`config.mk`:
```
export PLATFORM = sky130hd
export DESIGN_NAME = rc4_key_dispatch
export DESIGN_NICKNAME = d
export VERILOG_FILES = /design/src/rtl/rc4_pkg.sv /design/src/rtl/rc4_prio_enc.sv /design/src/rtl/rc4_key_dispatch.sv
export SDC_FILE = /design/constraint.sdc
export NUM_CORES = 1
export LEC_CHECK = 0
export BUFFER_PORTS_ARGS = -buffer_cell sky130_fd_sc_hd__buf_2
export CAP_MARGIN = 25
export CORE_UTILIZATION = 35
export DETAILED_ROUTE_END_ITERATION = 10
export PLACE_DENSITY = 0.58
export SYNTH_ARGS = -nofsm -noshare
export SYNTH_HDL_FRONTEND = slang
export SYNTH_SLANG_ARGS = --single-unit
```
`constraint.sdc`:
```
create_clock -name clk -period 3.2 [get_ports clk]
set_input_delay 0.16 -clock clk [delete_from_list [all_inputs] [get_ports clk]]
set_output_delay 0.16 -clock clk [all_outputs]
set_load 0.01 [all_outputs]
```
`src/rtl/rc4_pkg.sv`:
```
// Shared types and default constants for the RC4 key-search dispatcher.
package rc4_pkg;

    localparam int unsigned RC4_KEY_WIDTH = 24;
    localparam logic [RC4_KEY_WIDTH-1:0] RC4_KEY_MAX = 24'h3FFFFF;

    typedef enum logic [2:0] {
        IDLE,
        LAUNCH,
        RUN,
        DRAIN,
        FOUND,
        EXHAUSTED
    } state_e;

endpackage

```
`src/rtl/rc4_prio_enc.sv`:
```
// Lowest-set-bit priority encoder with a valid flag; bit 0 has highest priority.
module rc4_prio_enc #(
    parameter int unsigned WIDTH = 4,
    parameter int unsigned IDX_W = (WIDTH > 1) ? $clog2(WIDTH) : 1
) (
    input  logic [WIDTH-1:0] req_i,
    output logic [IDX_W-1:0] idx_o,
    output logic             valid_o
);

    // Scan from the top down so the lowest set bit is the last one written.
    always_comb begin
        idx_o   = '0;
        valid_o = 1'b0;
        for (int i = WIDTH - 1; i >= 0; i--) begin
            if (req_i[i]) begin
                idx_o   = IDX_W'(i);
                valid_o = 1'b1;
            end
        end
    end

endmodule

```
`src/rtl/rc4_key_dispatch.sv`:
```
// Hands out sequential RC4 keys to a pool of cracking cores and collects the
// pass/fail results until a key passes or the key space is used up.
module rc4_key_dispatch
    import rc4_pkg::*;
#(
    parameter int unsigned          NUM_CORES = 4,
    parameter int unsigned          KEY_WIDTH = RC4_KEY_WIDTH,
    parameter logic [KEY_WIDTH-1:0] KEY_MAX   = RC4_KEY_MAX
) (
    input  logic                           clk,
    input  logic                           reset_n,
    input  logic                           start,
    output logic [NUM_CORES-1:0]           core_start,
    output logic [NUM_CORES*KEY_WIDTH-1:0] core_key,
    input  logic [NUM_CORES-1:0]           core_done,
    input  logic [NUM_CORES-1:0]           core_success,
    output logic                           core_abort,
    output logic                           busy,
    output logic                           found,
    output logic                           exhausted,
    output logic [KEY_WIDTH-1:0]           found_key,
    output logic [KEY_WIDTH:0]             keys_tried
);

    localparam int unsigned IDX_W = (NUM_CORES > 1) ? $clog2(NUM_CORES) : 1;
    localparam logic [KEY_WIDTH:0] KEY_LAST = {1'b0, KEY_MAX};

    state_e                 state_q, state_d;
    logic [KEY_WIDTH:0]     next_key_q, next_key_d;
    logic [KEY_WIDTH:0]     keys_tried_q, keys_tried_d;
    logic [NUM_CORES-1:0]   pending_q, pending_d;
    logic [NUM_CORES-1:0]   active_q, active_d;
    logic [NUM_CORES-1:0]   core_start_q, core_start_d;
    logic [KEY_WIDTH-1:0]   key_q [NUM_CORES];
    logic [KEY_WIDTH-1:0]   key_d [NUM_CORES];
    logic [IDX_W-1:0]       launch_idx_q, launch_idx_d;
    logic                   core_abort_q, core_abort_d;
    logic                   busy_q, busy_d;
    logic                   found_q, found_d;
    logic                   exhausted_q, exhausted_d;
    logic [KEY_WIDTH-1:0]   found_key_q, found_key_d;

    logic                   searching;
    logic                   key_left;
    logic [NUM_CORES-1:0]   fail_vec;
    logic [NUM_CORES-1:0]   succ_vec;
    logic [NUM_CORES-1:0]   ready_vec;
    logic [IDX_W-1:0]       disp_idx;
    logic                   disp_valid;
    logic [IDX_W-1:0]       succ_idx;
    logic                   succ_valid;
    logic [KEY_WIDTH:0]     fail_count;
    logic [KEY_WIDTH-1:0]   succ_key;
    logic                   issue_en;
    logic [IDX_W-1:0]       issue_idx;

    // Done pulses only matter while a search is in flight.
    assign searching = (state_q == LAUNCH) || (state_q == RUN) || (state_q == DRAIN);
    assign key_left  = (next_key_q <= KEY_LAST);
    assign fail_vec  = searching ? (core_done & ~core_success) : '0;
    assign succ_vec  = searching ? (core_done & core_success) : '0;
    assign ready_vec = pending_q | fail_vec;

    rc4_prio_enc #(
        .WIDTH (NUM_CORES),
        .IDX_W (IDX_W)
    ) u_disp_enc (
        .req_i   (ready_vec),
        .idx_o   (disp_idx),
        .valid_o (disp_valid)
    );

    rc4_prio_enc #(
        .WIDTH (NUM_CORES),
        .IDX_W (IDX_W)
    ) u_succ_enc (
        .req_i   (succ_vec),
        .idx_o   (succ_idx),
        .valid_o (succ_valid)
    );

    always_comb begin
        fail_count = '0;
        succ_key   = '0;
        for (int c = 0; c < NUM_CORES; c++) begin
            fail_count = fail_count + {{KEY_WIDTH{1'b0}}, fail_vec[c]};
            if (IDX_W'(c) == succ_idx) begin
                succ_key = key_q[c];
            end
        end
    end

    always_comb begin
        state_d      = state_q;
        next_key_d   = next_key_q;
        keys_tried_d = keys_tried_q + fail_count;
        pending_d    = ready_vec;
        active_d     = active_q & ~core_done;
        core_start_d = '0;
        key_d        = key_q;
        launch_idx_d = launch_idx_q;
        core_abort_d = 1'b0;
        found_d      = found_q;
        exhausted_d  = exhausted_q;
        found_key_d  = found_key_q;
        issue_en     = 1'b0;
        issue_idx    = '0;

        case (state_q)
            IDLE, FOUND, EXHAUSTED: begin
                if (start) begin
                    state_d      = LAUNCH;
                    next_key_d   = '0;
                    keys_tried_d = '0;
                    found_d      = 1'b0;
                    exhausted_d  = 1'b0;
                    pending_d    = '0;
                    active_d     = '0;
                    launch_idx_d = '0;
                end
            end
            LAUNCH, RUN: begin
                if (!key_left) begin
                    state_d = DRAIN;
                end else if (state_q == LAUNCH) begin
                    issue_en  = 1'b1;
                    issue_idx = launch_idx_q;
                    if (launch_idx_q == IDX_W'(NUM_CORES - 1)) begin
                        state_d = RUN;
                    end else begin
                        launch_idx_d = launch_idx_q + 1'b1;
                    end
                end else if (disp_valid) begin
                    issue_en  = 1'b1;
                    issue_idx = disp_idx;
                end
            end
            DRAIN: begin
                if ((active_q & ~core_done) == '0) begin
                    state_d     = EXHAUSTED;
                    exhausted_d = 1'b1;
                end
            end
            default: state_d = IDLE;
        endcase

        // A passing key outranks everything else decided this cycle.
        if (succ_valid) begin
            state_d      = FOUND;
            found_d      = 1'b1;
            found_key_d  = succ_key;
            core_abort_d = 1'b1;
            exhausted_d  = 1'b0;
            issue_en     = 1'b0;
        end

        // Issuing only happens while key_left holds, so next_key tops out at KEY_MAX+1.
        if (issue_en) begin
            next_key_d = next_key_q + 1'b1;
            for (int c = 0; c < NUM_CORES; c++) begin
                if (IDX_W'(c) == issue_idx) begin
                    core_start_d[c] = 1'b1;
                    key_d[c]        = next_key_q[KEY_WIDTH-1:0];
                    active_d[c]     = 1'b1;
                    pending_d[c]    = 1'b0;
                end
            end
        end

        busy_d = (state_d == LAUNCH) || (state_d == RUN) || (state_d == DRAIN);
    end

    always_ff @(posedge clk or negedge reset_n) begin
        if (!reset_n) begin
            state_q      <= IDLE;
            next_key_q   <= '0;
            keys_tried_q <= '0;
            pending_q    <= '0;
            active_q     <= '0;
            core_start_q <= '0;
            launch_idx_q <= '0;
            core_abort_q <= 1'b0;
            busy_q       <= 1'b0;
            found_q      <= 1'b0;
            exhausted_q  <= 1'b0;
            found_key_q  <= '0;
            for (int c = 0; c < NUM_CORES; c++) begin
                key_q[c] <= '0;
            end
        end else begin
            state_q      <= state_d;
            next_key_q   <= next_key_d;
            keys_tried_q <= keys_tried_d;
            pending_q    <= pending_d;
            active_q     <= active_d;
            core_start_q <= core_start_d;
            launch_idx_q <= launch_idx_d;
            core_abort_q <= core_abort_d;
            busy_q       <= busy_d;
            found_q      <= found_d;
            exhausted_q  <= exhausted_d;
            found_key_q  <= found_key_d;
            for (int c = 0; c < NUM_CORES; c++) begin
                key_q[c] <= key_d[c];
            end
        end
    end

    for (genvar g = 0; g < NUM_CORES; g++) begin : g_key_out
        assign core_key[g*KEY_WIDTH +: KEY_WIDTH] = key_q[g];
    end

    assign core_start = core_start_q;
    assign core_abort = core_abort_q;
    assign busy       = busy_q;
    assign found      = found_q;
    assign exhausted  = exhausted_q;
    assign found_key  = found_key_q;
    assign keys_tried = keys_tried_q;

endmodule

```
Yosys cells after proc, flatten, opt, wreduce, memory -nomap -nowiden
Index checks and enable logic that the tools add are counted.
{ "totals": {"regBits": 191, "in_bits": 11, "output_inout_bits": 153} }
{ "classes": {"addsub": 6, "order_cmp": 1, "n_eq_ne": 21, "n_mux": 74, "bitwise": 6, "reduce_logical": 24} }
{ "ops": {"columns": ["op", "n"], "rows": [
  ["two-way mux 25 bit", 5],
  ["two-way mux 24 bit", 4],
  ["two-way mux 4 bit", 9],
  ["two-way mux 2 bit", 16],
  ["two-way mux 1 bit", 31],
  ["adder 25 x 1 -> 25 bit, second input constant", 1],
  ["adder 25 x 4 -> 25 bit", 1],
  ["less-or-equal comparator 25 x 22 -> 1 bit, second input constant", 1],
  ["two-way mux 3 bit", 6],
  ["AND 4 bit", 3],
  ["equality test 3 x 2 -> 1 bit, second input constant", 4],
  ["AND reduction 2 bit", 6],
  ["nonzero test 2 bit", 5],
  ["case mux 3 bit (3 select lines)", 1],
  ["equality test 2 bit, first input constant", 4],
  ["inequality test 2 bit, second input constant", 4],
  ["NOT 4 bit", 2],
  ["equality test 3 x 1 -> 1 bit, second input constant", 2],
  ["equality test 3 bit, second input constant", 2],
  ["AND reduction 5 bit", 1],
  ["adder 3 x 1 -> 4 bit", 1],
  ["equality test 1 x 2 -> 1 bit, first input constant", 2],
  ["logical NOT 2 bit", 2],
  ["logical NOT 4 bit", 1],
  ["15 further kinds", 18]
]} }

Longest topological paths before layout
{ "logic_depth": {"depth_word": 16, "ltp_mapped": 14, "ltp_nobuf": 12} }

Hierarchy
From an unflattened synthesis, not the netlist that was laid out.
{ "hier_totals": {"hier_cells": 683, "hier_area_um2": 8831.0} }
{ "modules_own_cells": {"columns": ["module", "instances", "cells_per_inst", "area_per_inst_um2"], "rows": [
  ["rc4_key_dispatch", 1, 669, 8760.9],
  ["rc4_prio_enc", 2, 7, 35.0]
]} }

Worst setup path after synthesis
OpenSTA, ideal clock, no wires.
{ "synth_timing": {"path_kind": "reg2reg", "from": "register state_q[2]", "to": "register keys_tried_q[24], in the netlist keys_tried[24]", "setup_time_ps": 78, "arrival_time_ps": 3128, "required_time_ps": 3122, "slack_ps": -6, "stages_incl_launch_ff": 15, "n_path_buf": 2, "path_cell_list": "dfrtp_1 clkbuf_1 o21ba_2 buf_2 nand2_1 fa_1 inv_1 fa_1 fa_1 nand2_1 nor4_1 and2_1 nand3_1 or3_1 a21oi_1"} }
{ "synth_between": {"elab_chain_len": 10} }
{ "synth_rtl": {"columns": ["element", "line_no", "text"], "rows": [
  ["from (decl)", "rc4_key_dispatch.sv:28", "state_e state_q, state_d;"],
  ["from (signal assigned)", "rc4_key_dispatch.sv:191", "state_q <= state_d;"],
  ["equality test 3 x 1 -> 1 bit or equality test 3 x 2 -> 1 bit (tied branches)", "rc4_key_dispatch.sv:58", "assign searching = (state_q == LAUNCH) || (state_q == RUN) || (state_q == DRAIN);"],
  ["logical OR 1 bit (2 in series)", "rc4_key_dispatch.sv:58", null],
  ["two-way mux 4 bit", "rc4_key_dispatch.sv:60", "assign fail_vec = searching ? (core_done & ~core_success) : '0;"],
  ["adder 1 x 1 -> 2 bit", "rc4_key_dispatch.sv:86", "fail_count = fail_count + {{KEY_WIDTH{1'b0}}, fail_vec[c]};"],
  ["adder 2 x 1 -> 3 bit", "rc4_key_dispatch.sv:86", null],
  ["adder 3 x 1 -> 4 bit", "rc4_key_dispatch.sv:86", null],
  ["adder 25 x 4 -> 25 bit", "rc4_key_dispatch.sv:96", "keys_tried_d = keys_tried_q + fail_count;"],
  ["two-way mux 25 bit", "rc4_key_dispatch.sv:111", "if (start) begin"],
  ["two-way mux 25 bit *", "rc4_key_dispatch.sv:109", "case (state_q)"],
  ["via keys_tried_d[24]", "rc4_key_dispatch.sv:30", "logic [KEY_WIDTH:0] keys_tried_q, keys_tried_d;"],
  ["to (signal assigned)", "rc4_key_dispatch.sv:193", "keys_tried_q <= keys_tried_d;"],
  ["to (decl)", "rc4_key_dispatch.sv:30", null]
]} }
Mark *: on every way through the listed nets, which the timed path passes. The rest lies on a longest branch.
A chain may end at the register's enable or synchronous reset.

Worst setup path in the final report
{ "layout_timing": {"from": "register state_q[0]", "to": "register key_q, in the netlist core_key[1]"} }
{ "layout_between": {"elab_chain_len": 15} }
{ "layout_rtl": {"columns": ["element", "line_no", "text"], "rows": [
  ["equality test 3 x 1 -> 1 bit or equality test 3 x 2 -> 1 bit (tied branches)", "rc4_key_dispatch.sv:58, rc4_key_dispatch.sv:109, rc4_key_dispatch.sv:125", null],
  ["logical OR 1 bit (2 in series)", "rc4_key_dispatch.sv:58", null],
  ["two-way mux 4 bit", "rc4_key_dispatch.sv:60", null],
  ["bitwise OR 4 bit", "rc4_key_dispatch.sv:62", "assign ready_vec = pending_q | fail_vec;"],
  ["two-way mux 1 bit or two-way mux 2 bit (tied branches) (4 in series)", "rc4_prio_enc.sv:16", "if (req_i[i]) begin"],
  ["two-way mux 1 bit or two-way mux 2 bit (tied branches)", "rc4_key_dispatch.sv:133", "end else if (disp_valid) begin"],
  ["two-way mux 1 bit or two-way mux 2 bit (tied branches)", "rc4_key_dispatch.sv:125", "end else if (state_q == LAUNCH) begin"],
  ["two-way mux 1 bit or two-way mux 2 bit (tied branches)", "rc4_key_dispatch.sv:123", "if (!key_left) begin"],
  ["two-way mux 1 bit or two-way mux 2 bit (tied branches)", "rc4_key_dispatch.sv:109", null],
  ["two-way mux 1 bit or logical NOT 2 bit (tied branches)", "rc4_key_dispatch.sv:148, rc4_key_dispatch.sv:161", null],
  ["AND reduction 2 bit (no line) *", null, null],
  ["to (signal, indexed assignment)", "rc4_key_dispatch.sv:204", "key_q[c] <= key_d[c];"],
  ["to (decl)", "rc4_key_dispatch.sv:34", "logic [KEY_WIDTH-1:0] key_q [NUM_CORES];"]
]} }
Every way passes the cells marked *; elsewhere a longest branch is shown, timed or not.

==> metrics.txt <==
Inserted Clock Buffers=17; DR vias/cell=a little over 5; post-synthesis net count=773; worst-path cell chain=o21ba_2, buf_4, a31oi_1, o21ai_0, a22o_1, nor3_4, buf_12, mux2_2; fin. max-slew vios=0; Hold Violations, Final=0; status=complete, no violations; Avg WL per Cell=about 19 um; vias in the first global route=between 6k and 7k; Post-Syn Area=slightly below 0.009 sq mm; layout cells sized above 1=between 30 and 40%; Crit path required time=between 3 and 4 ns; first-pass GRT wire length=between 30000 and 40000 um; Final GP Congestion=roughly 0.83; FF-to-FF setup slack=roughly 0.20 ns; combinational power share=24.1%; Fillers=2355; Clock power frac=between 30% and 40%; RSZ-0062 raised after global routing=no; row cnt=between 50 and 60; Final ANT Viol Nets=0; Buf/Inv on CP=2; skew final=0.0158 ns; GRT Util Overall=between 10% and 20%; setup TNS=0 ns; Root Driver=clkbuf_16; hold crit path type=in2reg; CP max stage cell=nor3_4; die area=approximately 0.026 sq mm; maximum vdd drop=~360 uV; Internal=between 4 and 5 mW; First-pass DRT Iterations=5; sequential area share after synthesis=a little over half; Layout Area Growth over Synthesis=22.5%; final period utilization=93.8%; Synth async-reset ratio=100%; register clock-pin slew on the reported worst setup and hold paths=about 0.07 ns; DRC Markers=0; Tightest Pin Transition=between 0.8 and 0.9 ns; Sw Ratio=between 30% and 40%; EDFF count, synth=0; Starting Density=a little over a third; area post-placement=around 0.01 sq mm; Synth warnings=0; Post-CTS Setup Repair Bufs=0; total clock sinks=approximately 190; pwr dens=about 600 mW/mm^2; grt ovf=0; Core Footprint=~0.024 sq mm; Crit Path Max Fanout=15; Peak Freq=0.333 GHz; diode count=0; Max clock buf depth=2; P_leak=~5.6 nW; syn avg cell area=between 10 and 15 sq um; Top delay family on crit path=compound AO/OA/AOI/OAI gates; worst path arrival time=about 3.3 ns; Seq cells post-synth=about 190; CTS tree=done; post-synthesis cell type count=~60; antenna violations before repair=0; CP endpoint kind=register; Clock Latency Late Sink=0.44 ns; commonest cells after routing, fill and taps aside=dfrtp_1 (191), buf_2 (162), mux2_2 (72); maxcap violations=0; detailed placement HPWL=16000 um; IO Count=164; H-Tree Depth=4; peak per-stage delay on the critical path=around 0.70 ns; most common cell after layout, fill and taps aside=dfrtp_1; Synth Flop Type=dfrtp_1; Chip Height=around 160 um; DIE WIDTH=between 150 and 200 um; final setup vio count=0; Slew HR=between 40% and 50%; design area=between 0.01 and 0.015 sq mm; final wirelength=roughly 23000 um; Port Buffers=~160; via count=6548; initial drt markers=around 420; Post-Synthesis Cells=around 760; largest net degree at the start of global routing=72; sw power=between 2 and 2.5 mW; Period minus WS final=3.00 ns; Reg power frac=around two fifths; CP Class=reg2reg; Critical Path Start Type=register; number of nets in the layout=940
-- metrics by stage --
| stage | worst slack [ns] | hold WS (ns) | utilization [%] | cells | power [mW] |
|---|---|---|---|---|---|
| 2_1_floorplan | 0.00477 | -0.136 | - | 756 | 3.78 |
| 3_3_place_gp | 0.208 | 0.199 | 41.2 | 1226 | 4.40 |
| 3_5_place_dp | 0.155 | 0.209 | 41.2 | 1227 | 4.42 |
| 4_1_cts | 0.145 | 0.0380 | 43.8 | 1260 | 6.70 |
| 5_1_grt | 0.000120 | 0.0992 | 43.9 | 1260 | 6.97 |
| 6_report | 0.200 | 0.0462 | 43.9 | 1260 | 6.64 |
-- area by class of cell --
class	instances	area, sq um	area share [%]
flip-flops and latches	191	4780	44.5
multi-input cells	506	3750	34.9
repair buffers	195	1120	10.5
clock buffers	18	439	4.09
well taps	324	405	3.77
clock inverters	14	193	1.79
inverters	12	45.0	0.419
-- worst register-to-register path, stage by stage (launching register included) --
cell and delay [ns]:
dfrtp_1 0.37, o21ba_2 0.23, buf_4 0.17, a31oi_1 0.32, o21ai_0 0.21, a22o_1 0.28, nor3_4 0.70, buf_12 0.24
mux2_2 0.35
-- power groups by stage --
stage / Clock, mW / Sequential, mW / Combinational, mW
floorplan: 0 / 2.87 / 0.907
global placement: 0 / 2.82 / 1.59
detailed placement: 0 / 2.82 / 1.61
CTS: 2.31 / 2.77 / 1.61
global route: 2.41 / 2.80 / 1.76
finish: 2.26 / 2.78 / 1.60
-- what timing repair did --
item	4_1_cts	5_1_grt
gates resized for setup	0	3
setup endpoints to repair	0	3
endpoints found under the hold margin	68	0
hold buffers	1	0
-- synthesized netlist by cell type, types with 4 or more instances --
cell type  count  area (sq um)
nand3_1       19          95.1
or3_1          4          25.0
and3_1        15          93.8
inv_1         12          45.0
buf_2         10          50.1
and4_1         4          35.0
dfrtp_1      191          4780
a211o_1        4          35.0
nor2b_1       13          81.3
mux2i_1        4          40.0
nand2_1       59           221
and2_1         9          56.3
xnor2_1       12           105
a21o_1         9          67.6
xor2_1        10          87.6
a21boi_0       4          30.0
nor3b_1        6          45.0
nand4_1        8          50.1
a31oi_1        6          37.5
mux2_4        16           240
o21ai_0       69           345
o21bai_1       4          30.0
a22o_1         7          61.3
o21a_1        23           173
mux2_2        72           811
a221o_1       23           230
clkbuf_1      26          97.6
nor2_1        40           150
a21oi_1        8          40.0
buf_4          4          30.0
nor3_1        18          90.1
nand2b_1       4          25.0
-- path summary, 6_finish.rpt --
check | start | end | cells past startpoint
setup / recovery | state_q[0]$_DFF_PN0_ | core_key[1]$_DFFE_PN0P_ | 8
hold / removal | start | exhausted$_DFFE_PN0P_ | 4
setup reg to reg | state_q[0]$_DFF_PN0_ | core_key[1]$_DFFE_PN0P_ | 8
hold reg to reg | found_key[19]$_DFFE_PN0P_ | found_key[19]$_DFFE_PN0P_ | 2
max in group asynchronous | reset_n | found_key[23]$_DFFE_PN0P_ | 3
min in group asynchronous | reset_n | keys_tried[23]$_DFF_PN0_ | 2
-- per-layer routing --
metal  part of all wire, %  global-route usage, %  vias to the layer above
met5                     0                      0                        -
met4                   1.6                   6.10                        0
met3                   5.0                   3.90                       27
met2                    45                   28.5                      171
met1                    48                   26.9                     3297
li1                      -                      -                     3053
-- registers in the layout (all words and copies together), names as in the netlist --
signal / cells
found: 1
busy: 1
active_q: 4
pending_q: 4
keys_tried: 25
state_q: 3
core_key: 96
exhausted: 1
core_abort: 1
found_key: 24
launch_idx_q: 2
core_start: 4
next_key_q: 25
-- logic make-up after synthesis --
logic type / after synthesis / share of synthesized area (%)
adder cells (fa/ha/maj): 6 / 1.11
buffers and inverters: 59 / 3.13
multiplexers: 92 / 12.4
flip-flops: 191 / 54.5
AO/OA/AOI/OAI: 175 / 14.0
AND/OR/NAND/NOR: 211 / 12.5
XOR/XNOR: 22 / 2.20
No activity file was read; power rests on OpenSTA's default activity.
